<file path="src/rtl/text_overlay_pkg.sv">
// Shared constants for the character-cell text overlay: glyph geometry,
// character codes, write/clear FSM state encoding and a width helper.
package text_overlay_pkg;

    localparam int GLYPH_W = 8;
    localparam int GLYPH_H = 16;

    localparam logic [6:0] CH_SPACE      = 7'h00;
    localparam logic [6:0] CH_COLON      = 7'h3a;
    localparam logic [6:0] CH_DIGIT_BASE = 7'h30;

    localparam logic [0:0] ST_CLEAR = 1'b0;
    localparam logic [0:0] ST_IDLE  = 1'b1;

    // Ceiling log2, never below 1 so a single line/column still gets a port bit.
    function automatic int clog2(input int value);
        int r;
        r = 0;
        for (int v = value - 1; v > 0; v = v >> 1)
            r++;
        return (r < 1) ? 1 : r;
    endfunction

endpackage

</file>
<file path="src/rtl/text_char_buffer.sv">
// Character store: one write port, one synchronous read port, 7-bit codes.
module text_char_buffer #(
    parameter int AW = 7
) (
    input  logic          clk,
    input  logic          reset,
    input  logic          we,
    input  logic [AW-1:0] waddr,
    input  logic [6:0]    wdata,
    input  logic          re,
    input  logic [AW-1:0] raddr,
    output logic [6:0]    rdata
);

    logic [6:0] mem [2**AW];

    always_ff @(posedge clk) begin
        if (we)
            mem[waddr] <= wdata;
    end

    // Only the read register is reset; contents are wiped by the clear sweep.
    always_ff @(posedge clk) begin
        if (reset)
            rdata <= 7'h00;
        else if (re)
            rdata <= mem[raddr];
    end

endmodule

</file>
<file path="src/rtl/text_overlay_engine.sv">
// Text overlay: write/clear FSM, line colours and 3-stage pixel pipeline to the
// font ROM. Optional cursor blink enabled by TEXT_OVERLAY_CURSOR_BLINK_EN.
module text_overlay_engine
    import text_overlay_pkg::*;
#(
    parameter int NUM_LINES      = 4,
    parameter int CHARS_PER_LINE = 32,
    parameter int SCALE_LOG2     = 1,
    parameter int ORIGIN_X       = 0,
    parameter int ORIGIN_Y       = 32,
    parameter int BLINK_FRAMES   = 30,
    localparam int LW = clog2(NUM_LINES),
    localparam int CW = clog2(CHARS_PER_LINE)
) (
    input  logic          clk,
    input  logic          reset,
    input  logic          pixel_tick,
    input  logic [9:0]    pix_x,
    input  logic [9:0]    pix_y,
    input  logic          wr_en,
    input  logic [LW-1:0] wr_line,
    input  logic [CW-1:0] wr_col,
    input  logic [6:0]    wr_char,
    output logic          wr_ready,
    input  logic          clr_req,
    input  logic          color_we,
    input  logic [LW-1:0] color_line,
    input  logic [2:0]    color_rgb,
    input  logic [LW-1:0] cur_line,
    input  logic [CW-1:0] cur_col,
    output logic [10:0]   rom_addr,
    input  logic [7:0]    font_word,
    output logic          text_on,
    output logic [2:0]    text_rgb
);

    localparam int AW    = LW + CW;
    localparam int DEPTH = NUM_LINES * CHARS_PER_LINE;
    localparam int GW    = GLYPH_W << SCALE_LOG2;
    localparam int GH    = GLYPH_H << SCALE_LOG2;

    localparam logic [12:0] X_LO   = 13'(ORIGIN_X);
    localparam logic [12:0] Y_LO   = 13'(ORIGIN_Y);
    localparam logic [11:0] X_SPAN = 12'(CHARS_PER_LINE * GW);
    localparam logic [11:0] Y_SPAN = 12'(NUM_LINES * GH);

    logic [0:0]    state;
    logic [AW-1:0] clr_cnt;
    logic          buf_we;
    logic [AW-1:0] buf_waddr;
    logic [6:0]    buf_wdata;
    logic [6:0]    buf_rdata;

    always_ff @(posedge clk) begin
        if (reset) begin
            state   <= ST_CLEAR;
            clr_cnt <= '0;
        end else begin
            case (state)
                ST_CLEAR: begin
                    clr_cnt <= clr_cnt + 1'b1;
                    if (clr_cnt == AW'(DEPTH - 1))
                        state <= ST_IDLE;
                end
                ST_IDLE: begin
                    if (clr_req) begin
                        state   <= ST_CLEAR;
                        clr_cnt <= '0;
                    end
                end
                default: state <= ST_CLEAR;
            endcase
        end
    end

    assign wr_ready = (state == ST_IDLE);

    // A clear request in the same cycle as a write drops the write.
    always_comb begin
        buf_we    = 1'b0;
        buf_waddr = clr_cnt;
        buf_wdata = CH_SPACE;
        if (!reset) begin
            if (state == ST_CLEAR) begin
                buf_we = 1'b1;
            end else if (wr_en && !clr_req) begin
                buf_we    = 1'b1;
                buf_waddr = {wr_line, wr_col};
                buf_wdata = wr_char;
            end
        end
    end

    logic [2:0] line_rgb [2**LW];

    always_ff @(posedge clk) begin
        if (reset) begin
            for (int i = 0; i < 2**LW; i++)
                line_rgb[i] <= 3'b111;
        end else if (color_we) begin
            line_rgb[color_line] <= color_rgb;
        end
    end

    // Extra top bit of rx/ry flags a pixel left of / above the origin.
    logic [12:0]   rx, ry;
    logic          dec_hit;
    logic [LW-1:0] dec_line;
    logic [CW-1:0] dec_col;
    logic [3:0]    dec_row;
    logic [2:0]    dec_bit;

    assign rx       = {3'b000, pix_x} - X_LO;
    assign ry       = {3'b000, pix_y} - Y_LO;
    assign dec_hit  = !rx[12] && (rx[11:0] < X_SPAN) && !ry[12] && (ry[11:0] < Y_SPAN);
    assign dec_col  = CW'(rx >> (3 + SCALE_LOG2));
    assign dec_bit  = 3'(rx >> SCALE_LOG2);
    assign dec_line = LW'(ry >> (4 + SCALE_LOG2));
    assign dec_row  = 4'(ry >> SCALE_LOG2);

    text_char_buffer #(.AW(AW)) u_buf (
        .clk   (clk),
        .reset (reset),
        .we    (buf_we),
        .waddr (buf_waddr),
        .wdata (buf_wdata),
        .re    (pixel_tick),
        .raddr ({dec_line, dec_col}),
        .rdata (buf_rdata)
    );

    logic          s1_hit, s2_hit;
    logic [LW-1:0] s1_line;
    logic [3:0]    s1_row;
    logic [2:0]    s1_bit, s2_bit;
    logic [2:0]    s2_rgb;
    logic          cursor_mask;

    always_ff @(posedge clk) begin
        if (reset) begin
            s1_hit   <= 1'b0;
            s1_line  <= '0;
            s1_row   <= '0;
            s1_bit   <= '0;
            s2_hit   <= 1'b0;
            s2_bit   <= '0;
            s2_rgb   <= '0;
            rom_addr <= '0;
            text_on  <= 1'b0;
            text_rgb <= '0;
        end else if (pixel_tick) begin
            s1_hit   <= dec_hit;
            s1_line  <= dec_line;
            s1_row   <= dec_row;
            s1_bit   <= dec_bit;
            rom_addr <= {buf_rdata, s1_row};
            s2_hit   <= s1_hit;
            s2_bit   <= s1_bit;
            s2_rgb   <= line_rgb[s1_line];
            text_on  <= s2_hit;
            text_rgb <= (s2_hit && (font_word[~s2_bit] ^ cursor_mask)) ? s2_rgb : 3'b000;
        end
    end

`ifdef TEXT_OVERLAY_CURSOR_BLINK_EN
    logic [15:0] frame_cnt;
    logic        blink_visible;
    logic        s1_cur, s2_cur;

    always_ff @(posedge clk) begin
        if (reset) begin
            frame_cnt     <= '0;
            blink_visible <= 1'b1;
        end else if (pixel_tick && pix_x == 10'd0 && pix_y == 10'd0) begin
            if (frame_cnt == 16'(BLINK_FRAMES - 1)) begin
                frame_cnt     <= '0;
                blink_visible <= !blink_visible;
            end else begin
                frame_cnt <= frame_cnt + 1'b1;
            end
        end
    end

    always_ff @(posedge clk) begin
        if (reset) begin
            s1_cur <= 1'b0;
            s2_cur <= 1'b0;
        end else if (pixel_tick) begin
            s1_cur <= (dec_line == cur_line) && (dec_col == cur_col);
            s2_cur <= s1_cur;
        end
    end

    assign cursor_mask = s2_cur && blink_visible;
`else
    localparam int unused_blink_frames = BLINK_FRAMES;
    logic unused_cursor;
    assign unused_cursor = ^{cur_line, cur_col};
    assign cursor_mask   = 1'b0;
`endif

endmodule

</file>
<file path="config.mk">
export PLATFORM = sky130hd
export DESIGN_NAME = text_overlay_engine
export DESIGN_NICKNAME = d
export VERILOG_FILES = /design/src/rtl/text_overlay_pkg.sv /design/src/rtl/text_char_buffer.sv /design/src/rtl/text_overlay_engine.sv
export SDC_FILE = /design/constraint.sdc
export NUM_CORES = 1
export LEC_CHECK = 0
export BUFFER_PORTS_ARGS = -buffer_cell sky130_fd_sc_hd__buf_2
export CORE_ASPECT_RATIO = 1.4
export CORE_MARGIN = 2
export CORE_UTILIZATION = 40
export CTS_CLUSTER_DIAMETER = 200
export CTS_CLUSTER_SIZE = 10
export DETAILED_ROUTE_END_ITERATION = 7
export PLACE_DENSITY = 0.56
export SLEW_MARGIN = 0
export SYNTH_ARGS = -nofsm -noshare
export SYNTH_HDL_FRONTEND = slang
export SYNTH_HIERARCHICAL = 1
export SYNTH_SLANG_ARGS = --single-unit
</file>
<file path="constraint.sdc">
create_clock -name clk -period 4.3 [get_ports clk]
set_input_delay 0.86 -clock clk [delete_from_list [all_inputs] [get_ports clk]]
set_output_delay 0.86 -clock clk [all_outputs]
set_load 0.005 [all_outputs]
</file>
Word level (Yosys, flattened, before mapping). Memory sizes are Yosys's and may differ from the RTL's. A register that Yosys moved wholly into a read port is not among the register bits. Cells that the tools add are included.

Flip-flop bits (word level): 37. Latch bits: 0. Memory bits (writable): 908. Memory bits (read-only): 0. Input port bits: 60. Word-level logic and storage cells: 56. Memories kept: 2.

Memory list: u_buf.mem (depth 128, width 7, rd ports 1, clocked after memory_dff 1, write ports 1, line text_char_buffer.sv:15) `logic [6:0] mem [2**AW];`; line_rgb (depth 4, width 3, rd ports 1, clocked after memory_dff 1, write ports 4, line text_overlay_engine.sv:94) `logic [2:0] line_rgb [2**LW];`.

Add/subtract/negate cells: 2. $mul: 0. Div/mod/pow operators: 0. $lt $le $gt $ge: 3. Equality and inequality tests: 2. Shift-type cells: 0. Muxes and demuxes: 27. Bitwise gates (word level): 2. Reduce and logical (&&, ||, !) cells: 7.

Operator list (number): 7-bit 2-to-1 mux (7); 1-bit 2-to-1 mux (14); 7-bit one-hot mux with 2 select lines (1); 12-bit by 8-bit < comparator with 1-bit output (second input constant) (1); 10-bit by 6-bit subtractor with 11-bit output (second input constant) (1); 10-bit < comparator (second input constant) (1); 7-bit by 1-bit adder with 7-bit output (second input constant) (1); 7-bit equality test (second input constant) (1); 3-bit 2-to-1 mux (2); 1-bit logical AND (4); 3-bit by 4-bit < comparator with 1-bit output (second input constant) (1); 1-bit binary-select mux with 3-bit select (1); 3-bit NOT (1); 3-bit OR reduction (1); 1-bit zero test (2); 2-bit 2-to-1 mux (1); 2-bit != test (second input constant) (1); 1-bit one-hot mux with 2 select lines (1); 1-bit NOT (1).

Logic depth before layout (Yosys ltp). Gate-level depths: netlist (run 1).

Word-level depth: 7. Gate-level depth with buffers: 10.

Cells and area by module. Netlist (run 1), hierarchy kept.

By module, submodules not included: text_char_buffer (times used 1, cells an instance 1661, area each 35285.1 um^2, seq. area each 27045.9 um^2); text_overlay_engine (times used 1, cells an instance 230, area each 2378.5 um^2, seq. area each 1161.1 um^2).

Worst setup path before layout (run 1). OpenSTA, ideal clock, no wires.

Path type: in2reg. From: input port reset. To: memory u_buf.mem[0][0] (data pin). Data arrival time: 3.026 ns. Required time: 3.767 ns. Setup slack: 0.741 ns. Cell stages on the path: 4. Buffers on the path: 2. Cells stage by stage: and4bb_1 -> buf_6 -> buf_6 -> and2_1.

Longest elaborated chain between the ends: 1.

RTL lines: start, declared (line text_overlay_engine.sv:16) `input logic reset,`; 7-bit 2-to-1 mux (line text_overlay_engine.sv:83) `if (!reset) begin`; via buf_wdata[0] (line text_overlay_engine.sv:51) `logic [6:0] buf_wdata;`; end, declared (line text_char_buffer.sv:15).

The timed path passes the listed nets, and every way through them passes these cells.

Final worst setup path (run 1).
From: register state, in the netlist wr_ready. To: memory u_buf.mem[21][0] (enable).

RTL lines: start, declared (line text_overlay_engine.sv:47) `logic [0:0] state;`; start signal, assigned (line text_overlay_engine.sv:56) `state <= ST_CLEAR;`; start signal, assigned (line text_overlay_engine.sv:63) `state <= ST_IDLE;`; start signal, assigned (line text_overlay_engine.sv:67) `state <= ST_CLEAR;`; 7-bit 2-to-1 mux (line text_overlay_engine.sv:84) `if (state == ST_CLEAR) begin`; 7-bit 2-to-1 mux (line text_overlay_engine.sv:83); via buf_waddr[1] (line text_overlay_engine.sv:50) `logic [AW-1:0] buf_waddr;`.

The timed path passes the listed nets, and every way through them passes these cells.

==> results.txt, run 1 <==
- The flow ran to the end, and the final reports show no timing, DRC or antenna violations.
* Clock latency reported for the late side of the worst-skew pair: 700 ps
- Number of maximum-capacitance constraint violations: 0
* Number of flops mapped to enable cells by yosys: 908
* Destination of the worst register-to-register timing path: u_buf/mem[21][0]
* Power density over cell area: 432.2 nW/um2
* Share of the synthesized area in the top cell type: 0.7239
- Grt ovf: 0
* Inserted Clock Buffers: 105
- Of the cells placed in the final design, the portion with a size suffix greater than 1 is 0.2751.
- Arrival time of data at the critical path endpoint: 4070 ps
* Routed Antenna Nets: 0
- The analysis attributes to net switching a power of 3917 uW.
- Measured against its own limit, the worst slew margin works out to 0.2903.
- Leakage: 0.01587 uW
- Clock-pin slew was measured on the worst setup and hold paths at ~60 ps.
- The min-delay analysis places its worst path in the category in -> reg.
- IR drop worst, VDD: 0.3306 mV
- Summed over all failing endpoints, the final setup total negative slack is 0 ps.
- Fin nets: around 2.2k
- I/O Buffers: 66
* Number of hold-slack violations in the final timing report: 0
- The share of the Yosys chip area taken by registers is 0.7489.
* First DRT Iteration DRCs: 1767
- For this run, the number of Yosys warnings is 6.
* Instance area after placement: about 40000 um2
* Number of rows in the core area: approximately 130
* Unrepaired setup endpoints after global routing: false
- Period minus WS final: 3752 ps
- In this run the count of I/O pins placed on the die edge is 76.
- Synth top area cells: sky130_fd_sc_hd__edfxtp_1 (72%), sky130_fd_sc_hd__mux4_2 (13%), sky130_fd_sc_hd__dfxtp_1 (2.5%)
- Worst slew pin tran: 1053 ps
- The worst hold path passes through 2 cells.
- Clock tree from TritonCTS: yes
- Buffer depth of the longest clock path: 3
- The repair_antennas step left the layout with diodes totalling 0.
- Crit share post-route: 0.8726
- sky130_fd_sc_hd__edfxtp_1 is the most common cell in the netlist.
- By startpoint and endpoint, the worst setup path is classified as reg -> reg.
- Most instantiated cells after synthesis: sky130_fd_sc_hd__edfxtp_1 (908), sky130_fd_sc_hd__mux4_2 (213), sky130_fd_sc_hd__nor2_1 (183), sky130_fd_sc_hd__mux2i_1 (84), sky130_fd_sc_hd__dfxtp_1 (47)
* Pin count of the biggest net entering global routing: 129
* Average size of a mapped cell: between 15 and 20 um2
- Iteration count of the initial detailed-routing pass: 5
- The worst hold path terminates at s1_line[0].
- CP peak stage delay: 660 ps
* Net switching share of the total power: 0.2089
- The number of max-slew violations in the final report came to 0.
- CP Data Required Time: 4620 ps
* Synthesized cell area: between 30000 and 40000 um2
- The critical path goes through and4bb_1 > mux2_2 > nor2b_1 > nand3_1 > buf_4 > nor2_1.
- The number of antenna violations at the first check in global routing was 0.
- Vias in the first global route: 19.84k
* Internal power summed over all cells: 14830 uW
* Core area: 93690 um2
- Height of the die: 367.1 um
- Compared with the post-synthesis result, the final layout area differs by 15.18%.
- Setup violations remaining at the end of the flow were counted as 0.
- In this run the critical register-to-register path is launched from wr_ready.
- Number of distinct standard cells referenced by the synthesized netlist: between 60 and 70
- After clock tree synthesis, the repair step resized 0 gates.
- In this run the worst path has a maximum fanout of 16.
* Total of flip-flops plus latches after synthesis: 955
- In this run the horizontal extent of the chip is 263.3 um.
- At the end of routability-driven placement, the weighted congestion stood at 0.8596.
* Crit. End Element: flip-flop
- Path depth of the worst reg2reg path: 6
- Gate count after technology mapping: between 1.5k and 2k
- Worst Setup Start Kind: flip-flop
* Total clock sinks: 955
- Of the total power, registers draw 0.539.
- Synth Flop Type: sky130_fd_sc_hd__edfxtp_1
* Ratio of routed vias to standard cells: 5.575
- Slowest library cell on the worst path: sky130_fd_sc_hd__dfxtp_1
- The largest total area in the synthesized netlist belongs to sky130_fd_sc_hd__edfxtp_1.
- Wires add up to 92940 um.
- The worst hold path begins at pix_y[5].
- CTS Root Cell: sky130_fd_sc_hd__clkbuf_16
* Total number of vias: 18.99k
* Initial cell density of the core: 0.4020
- Worst Skew: roughly 25 ps
- Overall routing resource usage: 0.1933
- Cts-stage hold buffer count: 0
* Register-to-register setup slack: 550 ps
* Design area: 43380 um2
- The number of nets in the synthesized netlist is 1953.
- The die covers 96670 um2.
- Post-CTS timing repair inserted 0 buffers for setup.
- Detailed placement finished with a half-perimeter wire length of 60350 um.
- After detailed routing, the number of remaining DRC violations is 0.
* Max Clock Freq: 266.5 MHz
- Detailed-route wire length per cell: approximately 27 um
* First-pass GRT wire length: between 100000 and 150000 um
- Of the total power, combinational logic draws 0.038.
* Synth async-reset ratio: 0
- The clock tree synthesis step divided the H-tree into 3 levels.
* Clock share of power: 0.423
[power by group through the flow]
| stage | registers [uW] | logic, uW | clock network [uW] |
|---|---|---|---|
| final | 10100 | 718 | 7930 |
| after global routing | 10100 | 757 | 8410 |
| after CTS | 10100 | 725 | 8100 |
| after detailed placement | 10300 | 723 | 0 |
| after global placement | 10300 | 718 | 0 |
| after floorplan | 10300 | 465 | 0 |
[placed cells by master (no fill, tap or decap), drive strengths merged, types with 25 or more instances in the layout]
master,n
mux4,218
dfxtp,47
a21oi,29
clkbuf,149
mux2i,84
buf,244
nor2,183
a22oi,30
edfxtp,908
nand2,29
mux2,30
o22ai,25
[kinds of logic after synthesis]
kind of cell    after synthesis  share of synthesized area
mux                         332                     0.1621
simple gates                324                    0.04016
fa+ha+maj                     2                  0.0006643
flops                       955                     0.7489
buf+inv                     111                    0.01777
compound gates              167                    0.03033
[how the worst max path moves through the flow]
stage / from / end / slack [ps] / cells past startpoint
6_report: wr_ready / u_buf/mem[21][0] / 550 / 6
4_1_cts: wr_ready / u_buf/mem[21][0] / 650 / 6
2_1_floorplan: reset / u_buf/mem[0][0] / 740 / 4
5_1_grt: wr_ready / u_buf/mem[125][5] / 450 / 5
3_5_place_dp: clr_req / u_buf/mem[122][0] / 220 / 5
3_3_place_gp: clr_req / u_buf/mem[122][5] / 370 / 5
[critical path, delay by kind of cell, from the launching register on]
kind	cells	cell delay [ps]
buf+inv	1	340
flops	1	660
mux	1	510
simple gates	4	1850
[area by class of cell]
cell class / instances / area, um2
Fill cell: 7858 / 50310
Sequential cell: 955 / 28210
Multi-Input combinational cell: 825 / 8805
Clock buffer: 148 / 2789
Timing Repair Buffer: 245 / 1883
Tap cell: 1215 / 1520
Clock inverter: 8 / 135.1
Inverter: 11 / 41.29
[registers in the layout, indices dropped and copies added (netlist names), 2 cells and up]
name         flops
rom_addr        11
u_buf/mem      896
s2_bit           3
s1_bit           3
s1_line          2
s2_rgb           3
s1_row           4
clr_cnt          7
line_rgb        12
u_buf/rdata      7
text_rgb         3
[routing by layer]
metal	vias up	GRT usage	share of wire
met5	-	0	0
met3	136	0.02950	0.053
met4	0	0.07769	0.034
met2	580	0.3426	0.52
met1	10050	0.2367	0.39
li1	8233	-	-
[through the flow]
stage | cells | total power [uW] | hold slack, ps | worst slack (ps) | utilization
after floorplan | 1891 | 10750 | 436.6 | 741.2 | -
after global placement | 3251 | 11010 | 430.0 | 369.2 | 0.4318
after detailed placement | 3251 | 11020 | 437.4 | 219.4 | 0.4318
after CTS | 3407 | 18930 | 353.0 | 651.1 | 0.4630
after global routing | 3407 | 19270 | 397.3 | 453.5 | 0.4630
final | 3407 | 18750 | 399.4 | 547.7 | 0.4630
Power figures use the tool's default switching activity.
==> inputs of run 2 (changes only) <==
==> constraint.sdc (replaced) <==
create_clock -name clk -period 4.7 [get_ports clk]
set_input_delay 0.94 -clock clk [delete_from_list [all_inputs] [get_ports clk]]
set_output_delay 0.94 -clock clk [all_outputs]
set_load 0.005 [all_outputs]
==> run 2 against run 1 <==
  * Global-route usage shrank 0.19 points
  * Fmax decreased by 1.9%
  * Critical path depth unchanged
  * Cell count decreased by 1.5%
  * Worst hold slack improved by 53 ps
  * Die area unchanged
  * Combinational power shrank 11%
  * Power shrank 8.8%
  * First-iteration DRC count is 5.7% lower
  * Critical endpoint is now u_buf/mem[24][6]
==> results.txt, run 2 (synthesis results as in run 1) <==
- The internal reg-to-reg setup slack came to 870 ps (was 550 ps).
* Leakage: 0.01566 uW (was 0.01587 uW)
- The overall die area is 96670 um2 (unchanged).
- The clock period minus worst slack is 3826 ps (was 3752 ps).
- Clock tree from TritonCTS: yes (unchanged)
- Pin count of the biggest net entering global routing: 129 (unchanged)
- IR drop worst, VDD: 0.2842 mV (was 0.3306 mV)
* Iteration count of the initial detailed-routing pass: 5 (unchanged)
* Top Ports: 76 (unchanged)
- The data required time at the worst endpoint came to 5010 ps (was 4620 ps).
* Final Non-Filler Cells: 3356 (was 3407)
- Clock latency reported for the late side of the worst-skew pair: 690 ps (was 700 ps)
- The level count of the clock H-tree is 3 (unchanged).
- The number of max-capacitance violations reported was 0 (unchanged).
- The peak fanout along the critical path came to 19 (was 16).
- Post-detailed-route DRC marker count: 0 (unchanged)
- Worst slew pin tran: 1009 ps (was 1053 ps)
* I/O Buffers: 66 (unchanged)
- The total number of nets in the final design was 2163 (was 2205).
- The detailed route wirelength on metal3 was 5234 um (was 4920 um).
* Power density over cell area: 397.8 nW/um2 (was 432.2 nW/um2)
- The accumulated negative setup slack came to 0 ps (unchanged).
- The most common cell after layout, fill and taps aside is sky130_fd_sc_hd__edfxtp_1 (unchanged).
- Commonest cells after routing, fill and taps aside: sky130_fd_sc_hd__edfxtp_1 (908), sky130_fd_sc_hd__mux4_2 (213), sky130_fd_sc_hd__nor2_1 (183), sky130_fd_sc_hd__buf_4 (126), sky130_fd_sc_hd__clkbuf_16 (107) (was sky130_fd_sc_hd__edfxtp_1 (908), sky130_fd_sc_hd__mux4_2 (213), sky130_fd_sc_hd__nor2_1 (183), sky130_fd_sc_hd__buf_4 (165), sky130_fd_sc_hd__clkbuf_16 (105))
* Initial antenna violation count: 1 (was 0)
- The cell count after placement is 3209 (was 3251).
* Height of the die: 367.1 um (unchanged)
- Initial cell density of the core: 0.4020 (unchanged)
* Total clock sinks: 955 (unchanged)
- The weighted congestion at the end of routability-driven global placement came to 0.8383 (was 0.8596).
- The total routing resource utilization after global routing is 0.1914 (was 0.1933).
- Detailed-route wire length per cell: 27.28 um (about the same)
- Core area: 93690 um2 (unchanged)
- Register ranked first by flip-flop count: u_buf/mem (unchanged)
* Highest metal layer with signal wires: met5 (was met4)
- Registers with the most flip-flops: u_buf/mem (896), line_rgb (12), rom_addr (11) (unchanged).
- Share of layout cells above drive strength 1: 0.2620 (was 0.2751)
- CTS-repair resized insts: 0 (unchanged)
- The area overhead of the layout relative to synthesis came to 14.12% (was 15.18%).
- Worst hold margin: 452.7 ps (was 399.4 ps)
* Total number of vias: 18.87k (was 18.99k)
- The post-route antenna net violation count came to 0 (unchanged).
- The total length of routed met2 wires was 48270 um (was 48670 um).
- The number of endpoints with negative hold slack in the final report came to 0 (unchanged).
* Worst Skew: 28.20 ps (was 24.57 ps)
- Vias in the first global route: 19.93k (was 19.84k)
* Drt total wl: 91540 um (was 92940 um)
* Die X: 263.3 um (unchanged)
- The post-detailed-placement cell area is 40100 um2 (was 40460 um2).
- The flip-flop count of the largest register after layout came to 896 (unchanged).
* Crit. End Element: flip-flop (unchanged)
- Classification of the worst-slack hold path: reg -> reg (was in -> reg)
* Tot Pwr: 17100 uW (was 18750 uW)
- The wire length the detailed router placed on met1 is 35320 um (was 36160 um).
- Diodes inserted: 0 (unchanged)
* Final number of setup-violating endpoints: 0 (unchanged)
* Buffer depth of the longest clock path: 3 (unchanged)
- Source of the critical timing path: wr_ready (unchanged)
* Setup Fix Bufs, Post-CTS: 0 (unchanged)
- The final worst-path cycle share is 0.8141 (was 0.8726).
- Destination of the worst register-to-register timing path: u_buf/mem[24][6] (was u_buf/mem[21][0])
* Inserted Clock Buffers: 105 (unchanged)
- The quantity of hold-fixing buffers added after cts is 0 (unchanged).
- CTS Root Cell: sky130_fd_sc_hd__clkbuf_16 (unchanged)
- Arrival time of data at the critical path endpoint: 4130 ps (was 4070 ps)
- Worst setup path endpoint: u_buf/mem[24][6] (was u_buf/mem[21][0])
- Post-detailed-placement half-perimeter wirelength: 59000 um (was 60350 um)
- The clock-pin slew reported for the worst setup and hold paths after clock tree synthesis came to 60 ps (about the same).
* Path depth of the worst reg2reg path: 6 (unchanged)
- First DRT Iteration DRCs: 1666 (was 1767)
- Status: complete, no violations (unchanged).
* Max Clock Freq: 261.4 MHz (was 266.5 MHz)
- Reg-to-reg critical path startpoint: wr_ready (unchanged)
- Number of rows in the core area: 133 (unchanged)
* Startpoint-to-endpoint class of the critical path: reg -> reg (unchanged)
* Launch point of the worst hold path: text_rgb[0] (was pix_y[5])
- The sort of element at the start of the critical path was a flip-flop (unchanged).
- The remaining global-route overflow is 0 (unchanged).
* First-pass GRT wire length: 134700 um (was 135500 um)
- The number of max-slew violations in the final report is 0 (unchanged).
- Worst max-slew margin expressed relative to the limit: 0.3202 (was 0.2903)
* Design area: 42980 um2 (was 43380 um2)
- Unrepaired setup endpoints after global routing: false (unchanged)
* Ratio of routed vias to standard cells: 5.621 (was 5.575)
## run 2: cell types whose count changed in the layout (fill, tap and decap cells not counted), sizes merged
cell | previous run | this run
clkbuf | 149 | 142
clkinv | 4 | 0
buf | 244 | 202
inv | 14 | 16
## run 2: per-layer routing
metal  vias to the layer above  GRT usage
li1                       8146          -
met1                      9935     0.2338
met2                       636     0.3417
met3                       146    0.03332
met4                         2    0.06637
met5                         -          0
## run 2: worst max-delay path, cell delays in order, from the launching register on
cell                       delay (ps)
sky130_fd_sc_hd__dfxtp_1          660
sky130_fd_sc_hd__and4bb_1         660
sky130_fd_sc_hd__mux2_2           560
sky130_fd_sc_hd__nor2b_1          290
sky130_fd_sc_hd__nand2_1          390
sky130_fd_sc_hd__buf_4            350
sky130_fd_sc_hd__nor2_1           510
## run 2: worst min path at each step
stage / end / slack (ps) / depth (start not counted)
floorplan: clr_cnt[5] / 440 / 1
global placement: text_rgb[1] / 430 / 2
detailed placement: text_rgb[1] / 450 / 2
CTS: s1_line[0] / 440 / 2
global route: s1_line[0] / 480 / 2
finish: text_rgb[0] / 450 / 2
## run 2: metrics by stage
| stage | setup slack [ps] | utilization |
|---|---|---|
| CTS | 934.6 | 0.4588 |
| detailed placement | 510.5 | 0.4281 |
| floorplan | 1061 | - |
| global placement | 573.6 | 0.4281 |
| finish | 873.9 | 0.4588 |
| global route | 662.7 | 0.4588 |
## run 2: where the power goes
group          switching, uW  internal [uW]  leakage (uW)
Clock                   3120           4100       0.00139
Combinational            381            255       0.00387
Sequential              27.2           9220        0.0104
## run 2: layout make-up
type	count	area, um2
Clock buffer	141	2805
Clock inverter	6	73.82
Fill cell	7854	50710
Inverter	11	41.29
Multi-Input combinational cell	825	8805
Sequential cell	955	28210
Tap cell	1215	1520
Timing Repair Buffer	203	1530
